`config.mk`:
```
export PLATFORM = sky130hd
export DESIGN_NAME = seq_adder_64bit
export DESIGN_NICKNAME = d
export VERILOG_FILES = /design/src/rtl/alu_pkg.sv /design/src/rtl/chunk_adder.sv /design/src/rtl/seq_adder_64bit.sv
export SDC_FILE = /design/constraint.sdc
export NUM_CORES = 1
export LEC_CHECK = 0
export CORE_ASPECT_RATIO = 0.8
export CORE_MARGIN = 10
export CORE_UTILIZATION = 45
export CTS_BUF_LIST = sky130_fd_sc_hd__clkbuf_8
export DETAILED_ROUTE_END_ITERATION = 16
export PLACE_DENSITY = 0.72
export RECOVER_POWER = 50
export SLEW_MARGIN = 40
export SYNTH_ARGS = -nofsm -noshare
export SYNTH_HDL_FRONTEND = slang
export SYNTH_HIERARCHICAL = 1
export SYNTH_SLANG_ARGS = --single-unit
```
`constraint.sdc`:
```
create_clock -name clk -period 7.7 [get_ports clk]
set_input_delay 1.54 -clock clk [delete_from_list [all_inputs] [get_ports clk]]
set_output_delay 1.54 -clock clk [all_outputs]
set_load 0.005 [all_outputs]
```
`src/rtl/alu_pkg.sv`:
```
// Shared ALU types: datapath width, word type and the sequential adder state encoding.
package alu_pkg;
  localparam int XLEN = 64;

  typedef logic [XLEN-1:0] word_t;

  typedef enum logic [1:0] {
    IDLE,
    RUN,
    DONE
  } seq_add_state_t;
endpackage

```
`src/rtl/chunk_adder.sv`:
```
// Combinational W-bit ripple add with carry in and carry out.
module chunk_adder #(
  parameter int W = 16
) (
  input  logic [W-1:0] a,
  input  logic [W-1:0] b,
  input  logic         cin,
  output logic [W-1:0] sum,
  output logic         cout
);
  assign {cout, sum} = {1'b0, a} + {1'b0, b} + {{W{1'b0}}, cin};
endmodule

```
`src/rtl/seq_adder_64bit.sv`:
```
// Multi-cycle 64-bit signed adder, CHUNK_W bits per cycle with a registered carry.
// Optional SEQ_ADDER_SUB_EN adds a 'sub' input that turns the operation into A - B.
module seq_adder_64bit
  import alu_pkg::*;
#(
  parameter int CHUNK_W = 16
) (
  input  logic  clk,
  input  logic  rst,
  input  logic  in_valid,
  output logic  in_ready,
  input  word_t a,
  input  word_t b,
  input  logic  cin,
`ifdef SEQ_ADDER_SUB_EN
  input  logic  sub,
`endif
  output logic  out_valid,
  input  logic  out_ready,
  output word_t sum,
  output logic  cout,
  output logic  overflow
);
  localparam int NUM_CHUNKS = XLEN / CHUNK_W;
  localparam int CNT_W      = (NUM_CHUNKS > 1) ? $clog2(NUM_CHUNKS) : 1;
  localparam logic [CNT_W-1:0] LAST_IDX = CNT_W'(NUM_CHUNKS - 1);

  seq_add_state_t state;
  word_t          a_reg;
  word_t          b_reg;
  word_t          sum_reg;
  logic           carry;
  logic [CNT_W-1:0] idx;
  logic           cout_reg;
  logic           ovf_reg;
  logic           in_ready_reg;
  logic           out_valid_reg;

  logic [CHUNK_W-1:0] a_chunk;
  logic [CHUNK_W-1:0] b_chunk;
  logic [CHUNK_W-1:0] chunk_sum;
  logic               chunk_cout;

  logic op_sub;
`ifdef SEQ_ADDER_SUB_EN
  assign op_sub = sub;
`else
  assign op_sub = 1'b0;
`endif

  assign a_chunk = a_reg[idx*CHUNK_W +: CHUNK_W];
  assign b_chunk = b_reg[idx*CHUNK_W +: CHUNK_W];

  chunk_adder #(.W(CHUNK_W)) u_chunk_adder (
    .a    (a_chunk),
    .b    (b_chunk),
    .cin  (carry),
    .sum  (chunk_sum),
    .cout (chunk_cout)
  );

  always_ff @(posedge clk or posedge rst) begin
    if (rst) begin
      state         <= IDLE;
      a_reg         <= '0;
      b_reg         <= '0;
      sum_reg       <= '0;
      carry         <= 1'b0;
      idx           <= '0;
      cout_reg      <= 1'b0;
      ovf_reg       <= 1'b0;
      in_ready_reg  <= 1'b1;
      out_valid_reg <= 1'b0;
    end else begin
      case (state)
        IDLE: begin
          if (in_valid) begin
            a_reg        <= a;
            b_reg        <= op_sub ? ~b : b;
            carry        <= op_sub ? 1'b1 : cin;
            idx          <= '0;
            in_ready_reg <= 1'b0;
            state        <= RUN;
          end
        end
        RUN: begin
          sum_reg[idx*CHUNK_W +: CHUNK_W] <= chunk_sum;
          carry <= chunk_cout;
          if (idx == LAST_IDX) begin
            idx           <= '0;
            cout_reg      <= chunk_cout;
            // b_reg holds ~B for subtraction, so one sign test covers both modes
            ovf_reg       <= (a_reg[XLEN-1] == b_reg[XLEN-1]) &&
                             (chunk_sum[CHUNK_W-1] != a_reg[XLEN-1]);
            out_valid_reg <= 1'b1;
            state         <= DONE;
          end else begin
            idx <= idx + CNT_W'(1);
          end
        end
        DONE: begin
          if (out_ready) begin
            out_valid_reg <= 1'b0;
            in_ready_reg  <= 1'b1;
            state         <= IDLE;
          end
        end
        default: begin
          out_valid_reg <= 1'b0;
          in_ready_reg  <= 1'b1;
          state         <= IDLE;
        end
      endcase
    end
  end

  assign in_ready  = in_ready_reg;
  assign out_valid = out_valid_reg;
  assign sum       = sum_reg;
  assign cout      = cout_reg;
  assign overflow  = ovf_reg;
endmodule

```
# Word level (Yosys, flattened, before mapping)
# Cells that the tools add are included.
[totals]
reg_bits = 201
latchBits = 0
mem_bits_rw = 0
mem_bits_ro = 0
input_bits = 133
mem_count = 0
[op_classes]
add_sub_neg = 4
n_mul = 0
n_div = 0
magnitude_cmp = 0
eq_ne = 8
shift = 4
n_mux = 16
bitwise_logic = 2
reduce_logical = 9
[ops]
columns = ["cell", "n"]
rows = [
  ["64-bit by 7-bit variable part select with 16-bit output", 2],
  ["64-bit bitwise mux", 1],
  ["16-bit by 34-bit variable shift with 64-bit output (first input constant)", 1],
  ["16-bit by 34-bit variable part select with 64-bit output", 1],
  ["6-bit negator with 34-bit output", 1],
  ["16-bit by 16-bit adder with 17-bit output", 1],
  ["17-bit by 1-bit adder with 17-bit output", 1],
  ["2-bit 2-to-1 mux", 5],
  ["3-bit AND reduction", 3],
  ["2-bit != test (second input constant)", 3],
  ["1-bit one-hot mux with 3 select lines", 2],
  ["2-bit one-hot mux with 3 select lines", 1],
  ["2-bit AND reduction", 3],
  ["1-bit 2-to-1 mux", 5],
  ["2-bit equality test (second input constant)", 2],
  ["2-bit one-hot mux with 2 select lines", 1],
  ["2-bit by 1-bit adder with 2-bit output (second input constant)", 1],
  ["2-bit by 1-bit equality test with 1-bit output (second input constant)", 1],
  ["2-bit zero test", 1],
  ["1-bit NOT", 2],
  ["1-bit one-hot mux with 2 select lines", 1],
  ["2-bit nonzero test", 1],
  ["1-bit equality test", 1],
  ["1-bit logical AND", 1],
  ["1-bit != test", 1],
]

# Longest topological paths before layout
# Gate-level depths: netlist of run 1.
[depth]
word_depth = 5
depth_mapped = 13

# Cells and area by module
# Netlist of run 1, hierarchy kept.
[modules_own_cells]
columns = ["module", "instances", "cells_each", "area_each_um2", "seq_area_each_um2"]
rows = [
  ["seq_adder_64bit", 1, 573, 8489.4, 5031.1],
  ["chunk_adder", 1, 103, 802.0, 0.0],
]

# Worst setup path after synthesis of run 1
# No wires, ideal clock.
[synth_path]
path_type = "reg2reg"
from = "register idx[0]"
to = "register cout_reg, in the netlist cout"
arrival_ns = 3.561
required_ns = 7.575
setup_slack_ns = 4.014
stages_incl_launch_ff = 12
path_buffers = 2
synth_period_minus_slack_ns = 3.686
path_cell_list = "dfrtp_1 > buf_4 > buf_2 > mux4_2 > fa_1 > fa_1 > a21o_1 > a221oi_4 > o21ai_2 > a31oi_4 > o21ai_0 > mux2_2"
[synth_between]
elab_chain_len = 3
word_cells_on_any_way = 6
[synth_rtl]
columns = ["item", "line_no", "text"]
rows = [
  ["from (decl)", "seq_adder_64bit.sv:33", "logic [CNT_W-1:0] idx;"],
  ["from (signal assigned)", "seq_adder_64bit.sv:98", "idx <= idx + CNT_W'(1);"],
  ["64-bit by 7-bit variable part select with 16-bit output", "seq_adder_64bit.sv:51", "assign a_chunk = a_reg[idx*CHUNK_W +: CHUNK_W];"],
  ["named net a_chunk[0]", "seq_adder_64bit.sv:39", "logic [CHUNK_W-1:0] a_chunk;"],
  ["16-bit by 16-bit adder with 17-bit output", "chunk_adder.sv:11", "assign {cout, sum} = {1'b0, a} + {1'b0, b} + {{W{1'b0}}, cin};"],
  ["17-bit by 1-bit adder with 17-bit output", "chunk_adder.sv:11", ""],
  ["named net chunk_cout", "seq_adder_64bit.sv:42", "logic chunk_cout;"],
  ["to (signal assigned)", "seq_adder_64bit.sv:91", "cout_reg <= chunk_cout;"],
  ["to (decl)", "seq_adder_64bit.sv:34", "logic cout_reg;"],
]
# The timed path passes the listed nets, and every way through them passes these cells.
# A chain may end at the register's enable or synchronous reset.

# Worst setup path after layout of run 1
[layout_path]
from = "register idx[0]"
to = "register sum_reg[14], in the netlist sum[14]"
[layout_between]
elab_chain_len = 5
word_cells_on_any_way = 8
[layout_rtl]
columns = ["item", "line_no", "text"]
rows = [
  ["64-bit by 7-bit variable part select with 16-bit output", "seq_adder_64bit.sv:52", "assign b_chunk = b_reg[idx*CHUNK_W +: CHUNK_W];"],
  ["named net b_chunk[0]", "seq_adder_64bit.sv:40", "logic [CHUNK_W-1:0] b_chunk;"],
  ["16-bit by 16-bit adder with 17-bit output", "chunk_adder.sv:11", ""],
  ["17-bit by 1-bit adder with 17-bit output", "chunk_adder.sv:11", ""],
  ["named net chunk_sum[14]", "seq_adder_64bit.sv:41", "logic [CHUNK_W-1:0] chunk_sum;"],
  ["16-bit by 34-bit variable part select with 64-bit output", "seq_adder_64bit.sv:87", "sum_reg[idx*CHUNK_W +: CHUNK_W] <= chunk_sum;"],
  ["64-bit bitwise mux", "seq_adder_64bit.sv:87", ""],
  ["to (signal, indexed assignment)", "seq_adder_64bit.sv:87", ""],
  ["to (decl)", "seq_adder_64bit.sv:31", "word_t sum_reg;"],
]
# The timed path passes the listed nets, and every way through them passes these cells.

==> flow_summary_export.csv, run 1 <==
group,metric,value,unit
grt,grt_pass1_wl,37400,um
clock_tree,root_buffer,"clkbuf_8",
yosys,avgSynthCellArea,13.7,um^2
clock_tree,htree_levels,2,
clock_tree,cts_buffer_depth,3,
yosys,synthesis.nets,832,
clock_tree,cts_hold_buf,0,
drt,drt_iter0_markers,540,
yosys,ys_types,51,
placed_design,io_buffers,200,
yosys,ys.flop_type,"dfrtp_1",
clock_tree,cts_tree,"yes",
critical_path,max_stage_delay,1.30,ns
sta,tightestPinTransition,3.09,ns
layout,utilization,61.0,%
floorplanning,initial_core_util,46.4,%
sta,final.period_utilization,71.9,%
yosys,synthTopCellsByArea,"dfrtp_1 (54%), mux2_2 (16%), mux4_2 (7.8%)",
yosys,synth_xor_area_share,1.23,%
grt,grt_max_degree,145,
clock_tree,cts_setup_buffers,0,
drt,avgViaCountPerCell,5.40,
clock_tree,clock_latency,0.51,ns
layout,areaGrowthSynthToFinish,31.4,%
drt,drt-total-wl,23700,um
drt,vias,6319,
grt,gr-total-overflow,0,
placed_design,post-place-cells,1110,
sta,finalSetupViolations,0,
status,violations,"max-capacitance violations, max-slew violations",
floorplanning,die_h,149,um
pwr,vdd_drop_max,0.287,mV
drt,route.detailed.drc,0,
pwr,power_density,525,nW/um^2
grt,antenna_found_initial,2,
sta,rsz0062_at_grt,"false",
yosys,synth_area,9290,um^2
sta,fin_worst_skew,0.0308,ns
yosys,synth_fa_ha_area_share,3.26,%
placed_design,dp_worst_setup_slack,3.36,ns
placed_design,place_hpwl,17500,um
yosys,yosys_warnings,6,
clock_tree,clkTransAtPathRegs,0.06,ns
sta,fmax,0.181,GHz
sta,slew-limit-headroom,-106,%
drt,route.detailed.wl_per_inst,20.3,um
sta,fin_ws,2.16,ns
yosys,yosys-top-cells-count,"dfrtp_1 (200), mux2_2 (130), nand2_1 (75)",
sta,drv_slew,130,
flow_run,drv_cap,3,
pwr,p_total,6410,uW
critical_path,cp.required,8.08,ns
critical_path,cp_common_cell,"fa_1",
clock_tree,cts-buffers-inserted,34,
sta,finalSetupTns,0,ns
yosys,synth_top_family_by_area,"multiplexers",
drt,firstDrtPassIters,5,
yosys,synthMuxAreaShare,23.8,%
yosys,synthCells,676,
layout,fin_cells,1171,
placed_design,gp_congestion,0.810,
layout,fin_nets,1039,
floorplanning,core_area,20000,um^2
yosys,ys_ff_latch,201,
yosys,netlist.area_leader.share,53.9,%
sta,fin_crit,5.54,ns
critical_path,cp_cell_sequence,"clkbuf_1 -> mux4_2 -> fa_1 -> fa_1 -> a21o_1 -> a221oi_4 -> o41ai_2 -> mux2i_1 -> nand3_1 -> a22o_1",
clock_tree,cts_resized,0,
yosys,synth-compound-area-share,8.78,%
yosys,yosys.cell_count.top_type,"dfrtp_1",
critical_path,crit_path_end_kind,"flip-flop",
layout,drive_above_1_share,25.4,%
critical_path,path_delay_family,"buffers and inverters",
worst_hold_path,hp-class,"reg -> reg",
status,status,"finished, violations left",
drt,ant_nets,0,
grt,grt_usage,17.3,%
critical_path,cp.arrival,5.92,ns
critical_path,cpMaxStageDelayCell,"clkbuf_1",
sta,hold_viol_final,0,
grt,grt_pass1_vias,6553,
floorplanning,die_area,26800,um^2
yosys,yosys.area.top_type,"dfrtp_1",
clock_tree,cts.sinks,201,
yosys,ys_async_sr_fraction,100,%
yosys,ys_seq_area_share,54.1,%
yosys,synthSimpleGateAreaFrac,6.02,%
critical_path,path_buf_inv,1,
critical_path,cp_max_fo,24,
critical_path,criticalPathCategory,"reg -> reg",
yosys,synth_edf_count,0,
floorplanning,io_pins,201,
critical_path,cp-start-kind,"flip-flop",
layout,antennaDiodeCount,0,
pwr,p_leak,0.00533,uW
floorplanning,die_w,181,um
floorplanning,rows,46,
metal layers:
metal	track usage, %	wire [um]	up-vias
met3	6.30	2180	35
met1	24.1	11100	3120
met2	25.0	10000	268
met4	4.54	422	2
met5	0	13	-
li1	-	-	2894
power by group:
| part | leakage [uW] | switching, uW | internal, uW | total [uW] |
|---|---|---|---|---|
| registers | 0.00250 | 287 | 1540 | 1820 |
| clock network | 0.000420 | 417 | 583 | 1000 |
| logic | 0.00241 | 2000 | 1590 | 3590 |
stage by stage:
stage / instance area, um^2 / hold slack, ns
after detailed placement: 11500 / 0.469
after global placement: 11500 / 0.461
after global routing: 12200 / 0.496
after CTS: 12200 / 0.482
final: 12200 / 0.468
after floorplan: 9290 / 0.473
cells by family (layout without fill, tap and decap cells):
family                   after synthesis  count (layout)
multiplexers                         165             165
flip-flops                           201             201
AND/OR/NAND/NOR                      110             110
buffers and inverters                 47             278
AO/OA/AOI/OAI                        117             117
XOR/XNOR                              13              13
adder cells (fa/ha/maj)               23              23
cells in the final DEF (no fill, tap or decap), types with 2 or more instances in the layout:
cell type	synthesis	final
nand2b_1	3	3
mux2i_1	3	3
a31oi_1	2	2
nor4b_4	2	2
nand3b_1	2	2
nor2_1	9	9
clkbuf_1	15	3
clkdlybuf4s50_1	0	131
nand4_1	3	3
mux4_2	32	32
a22o_1	34	34
bufinv_16	0	3
buf_4	14	6
o21ai_0	38	38
o21ai_1	4	4
nand3_1	3	3
o211ai_1	3	3
clkbuf_8	0	41
a21o_1	6	6
dfrtp_1	200	199
xnor2_1	6	6
dlygate4sd3_1	0	69
a21oi_1	16	16
o21bai_1	4	4
mux2_2	130	130
fa_1	2	2
inv_1	7	20
nand2_1	75	75
ha_1	21	21
xor2_1	7	7
nor2b_1	4	4
buf_6	2	2
tightest hold or removal path, delay by kind of cell (launching register included):
kind	cells	cell delay (ns)
flip-flops	1	0.34
AO/OA/AOI/OAI	1	0.05
AND/OR/NAND/NOR	1	0.04
worst paths after layout:
check	slack (ns)	end	cells after the start	from
min in group asynchronous	1.70	sum[63]	2	rst
min reg2reg	0.47	sum[25]	2	sum[25]
min	0.47	sum[25]	2	sum[25]
max in group asynchronous	2.43	idx[1]	3	rst
max reg2reg	2.16	sum[14]	10	idx[0]
max	2.16	sum[14]	10	idx[0]
layout make-up:
cell class	count	area (um^2)
inverters	7	38.8
fillers	1616	7820
well taps	264	330
clock buffers	41	564
clock inverters	19	156
multi-input cells	428	4010
flip-flops and latches	201	5030
repair buffers	211	2080
Power figures use the tool's default switching activity.
==> run 2: changes to the inputs <==
--- a/config.mk
+++ b/config.mk
@@ -10,7 +10,7 @@
 export CORE_UTILIZATION = 45
 export CTS_BUF_LIST = sky130_fd_sc_hd__clkbuf_8
 export DETAILED_ROUTE_END_ITERATION = 16
-export PLACE_DENSITY = 0.72
+export PLACE_DENSITY = 0.75
 export RECOVER_POWER = 50
 export SLEW_MARGIN = 40
 export SYNTH_ARGS = -nofsm -noshare
==> constraint.sdc (replaced) <==
create_clock -name clk -period 4.5 [get_ports clk]
set_input_delay 0.9 -clock clk [delete_from_list [all_inputs] [get_ports clk]]
set_output_delay 0.9 -clock clk [all_outputs]
set_load 0.005 [all_outputs]
==> flow_summary_export.csv, run 2 (same netlist as run 1, synthesis figures left out) <==
group,metric,value,unit
status,status,"finished, violations left",
status,violations,"max-capacitance violations, max-slew violations",
sta,drv_slew,80,
critical_path,cp.required,4.93,ns
critical_path,crit_start,"idx[0]",
layout,final_cell_mix,"dfrtp_1 (198), clkdlybuf4s50_1 (170), mux2_2 (130), nand2_1 (75), clkbuf_8 (44)",
placed_design,gp_congestion,0.857,
clock_tree,cts_resized,0,
worst_hold_path,hold_end,"sum[17]",
layout,final_common_cell,"dfrtp_1",
sta,rsz0062_at_grt,"false",
critical_path,path_depth,10,
drt,vias,6449,
critical_path,cp-start-kind,"flip-flop",
critical_path,cpMaxStageDelayCell,"dfrtp_2",
placed_design,place_hpwl,19100,um
layout,utilization,61.1,%
floorplanning,die_w,181,um
critical_path,worstRegToRegCells,10,
grt,grt_pass1_vias,6716,
layout,drive_above_1_share,26.3,%
drt,drt-total-wl,25700,um
placed_design,io_buffers,200,
clock_tree,clkTransAtPathRegs,0.07,ns
critical_path,ff2ff_setup_slack,0.67,ns
pwr,comb_power_share,56.6,%
layout,fin_nets,1042,
pwr,p_total,11100,uW
pwr,vdd_drop_max,0.621,mV
critical_path,crit_path_end_kind,"flip-flop",
grt,antenna_found_initial,4,
pwr,p_seq_share,29.1,%
sta,fin_worst_skew,0.0102,ns
clock_tree,htree_levels,2,
layout,areaGrowthSynthToFinish,31.6,%
grt,grt_max_degree,129,
clock_tree,cts_tree,"yes",
worst_hold_path,hp-class,"reg -> reg",
sta,finalSetupTns,0,ns
drt,route.detailed.drc,0,
clock_tree,clock_latency,0.52,ns
critical_path,criticalPathCategory,"reg -> reg",
grt,grt_pass1_wl,40200,um
critical_path,max_stage_delay,0.76,ns
drt,avgViaCountPerCell,5.49,
critical_path,cp_max_fo,19,
pwr,p_sw,4850,uW
sta,fin_crit,3.83,ns
sta,slew-limit-headroom,-28.0,%
floorplanning,io_pins,201,
clock_tree,root_buffer,"clkbuf_8",
clock_tree,cts.sinks,201,
critical_path,cp_cell_sequence,"mux4_2 -> fa_1 -> fa_1 -> a21o_1 -> a221oi_4 -> o21ai_2 -> a31oi_4 -> xnor2_1 -> nand2_1 -> o21ai_0",
sta,hold_viol_final,0,
worst_hold_path,worstHoldStart,"sum[17]",
drt,ant_nets,0,
sta,fmax,0.261,GHz
critical_path,r2r-start,"idx[0]",
drt,drt_iter0_markers,550,
floorplanning,initial_core_util,46.4,%
critical_path,path_buf_inv,0,
critical_path,cp_common_cell,"fa_1",
floorplanning,core_area,20000,um^2
pwr,clockPowerShare,14.3,%
pwr,internal-power,6280,uW
sta,fin_ws,0.668,ns
clock_tree,cts_hold_buf,0,
critical_path,path_delay_family,"compound AO/OA/AOI/OAI gates",
critical_path,r2r-end,"sum[28]",
floorplanning,rows,46,
flow_run,drv_cap,1,
drt,route.detailed.wl_per_inst,21.9,um
clock_tree,cts_buffer_depth,3,
pwr,p_sw_share,43.6,%
clock_tree,cts-buffers-inserted,34,
pwr,p_leak,0.00520,uW
sta,final.period_utilization,85.1,%
sta,tightestPinTransition,1.92,ns
drt,firstDrtPassIters,7,
clock_tree,cts_setup_buffers,0,
placed_design,dp_worst_setup_slack,0.666,ns
pwr,power_density,911,nW/um^2
grt,gr-total-overflow,0,
critical_path,cp.arrival,4.26,ns
grt,grt_usage,18.9,%
floorplanning,die_h,149,um
floorplanning,die_area,26800,um^2
worst_hold_path,hold_path_depth,2,
sta,finalSetupViolations,0,
[run 2: changes by cell type in the layout (fill, tap and decap cells not counted), sizes merged]
| cell | before | now |
|---|---|---|
| clkdlybuf4s50 | 131 | 170 |
| dlygate4sd3 | 69 | 30 |
| buf | 8 | 12 |
| inv | 21 | 17 |
| bufinv | 3 | 0 |
| clkinvlp | 0 | 3 |
| diode | 0 | 3 |
| clkbuf | 44 | 46 |
| clkinv | 2 | 1 |
[run 2: layout make-up]
| cell class | count | area, um^2 |
|---|---|---|
| Tap cell | 264 | 330 |
| Sequential cell | 201 | 5030 |
| Timing Repair Buffer | 214 | 2150 |
| Inverter | 7 | 27.5 |
| Clock inverter | 14 | 66.3 |
| Fill cell | 1584 | 7800 |
| Clock buffer | 44 | 606 |
| Antenna cell | 3 | 7.51 |
| Multi-Input combinational cell | 428 | 4010 |
[run 2: worst max path at each step]
stage	to	slack, ns
finish	sum[28]	0.67
floorplan	cout	0.81
detailed placement	sum[14]	0.67
global placement	sum[60]	0.75
CTS	sum[24]	0.64
global route	sum[28]	0.42
[run 2: through the flow]
| stage | cell area, um^2 | instances | hold WS [ns] |
|---|---|---|---|
| 2_1_floorplan | 9300 | 676 | 0.473 |
| 3_3_place_gp | 11500 | 1107 | 0.464 |
| 3_5_place_dp | 11600 | 1114 | 0.471 |
| 4_1_cts | 12300 | 1172 | 0.484 |
| 5_1_grt | 12200 | 1172 | 0.506 |
| 6_report | 12200 | 1175 | 0.473 |
[run 2: layer usage]
| layer | up-vias | routed length, um | track usage (%) | part of all wire, % |
|---|---|---|---|---|
| met5 | - | 13 | 0 | 0.051 |
| met4 | 2 | 421 | 5.03 | 1.6 |
| met3 | 41 | 2300 | 6.23 | 8.9 |
| met2 | 260 | 10800 | 26.5 | 42 |
| met1 | 3243 | 12200 | 27.4 | 48 |
| li1 | 2903 | - | - | - |
[run 2: power groups by stage]
stage	Sequential [uW]	Combinational, uW	Clock (uW)
after floorplan	2970	4350	0
after global placement	3260	6200	0
after detailed placement	3270	6310	0
after CTS	3250	6340	1640
after global routing	3340	6810	1740
final	3240	6300	1600
[run 2: worst register-to-register path, delay by kind of cell (launching register included)]
family                   cells  cell delay (ns)
adder cells (fa/ha/maj)      2             0.92
AO/OA/AOI/OAI                5             1.14
multiplexers                 1             0.61
flip-flops                   1             0.76
AND/OR/NAND/NOR              1             0.08
XOR/XNOR                     1             0.24
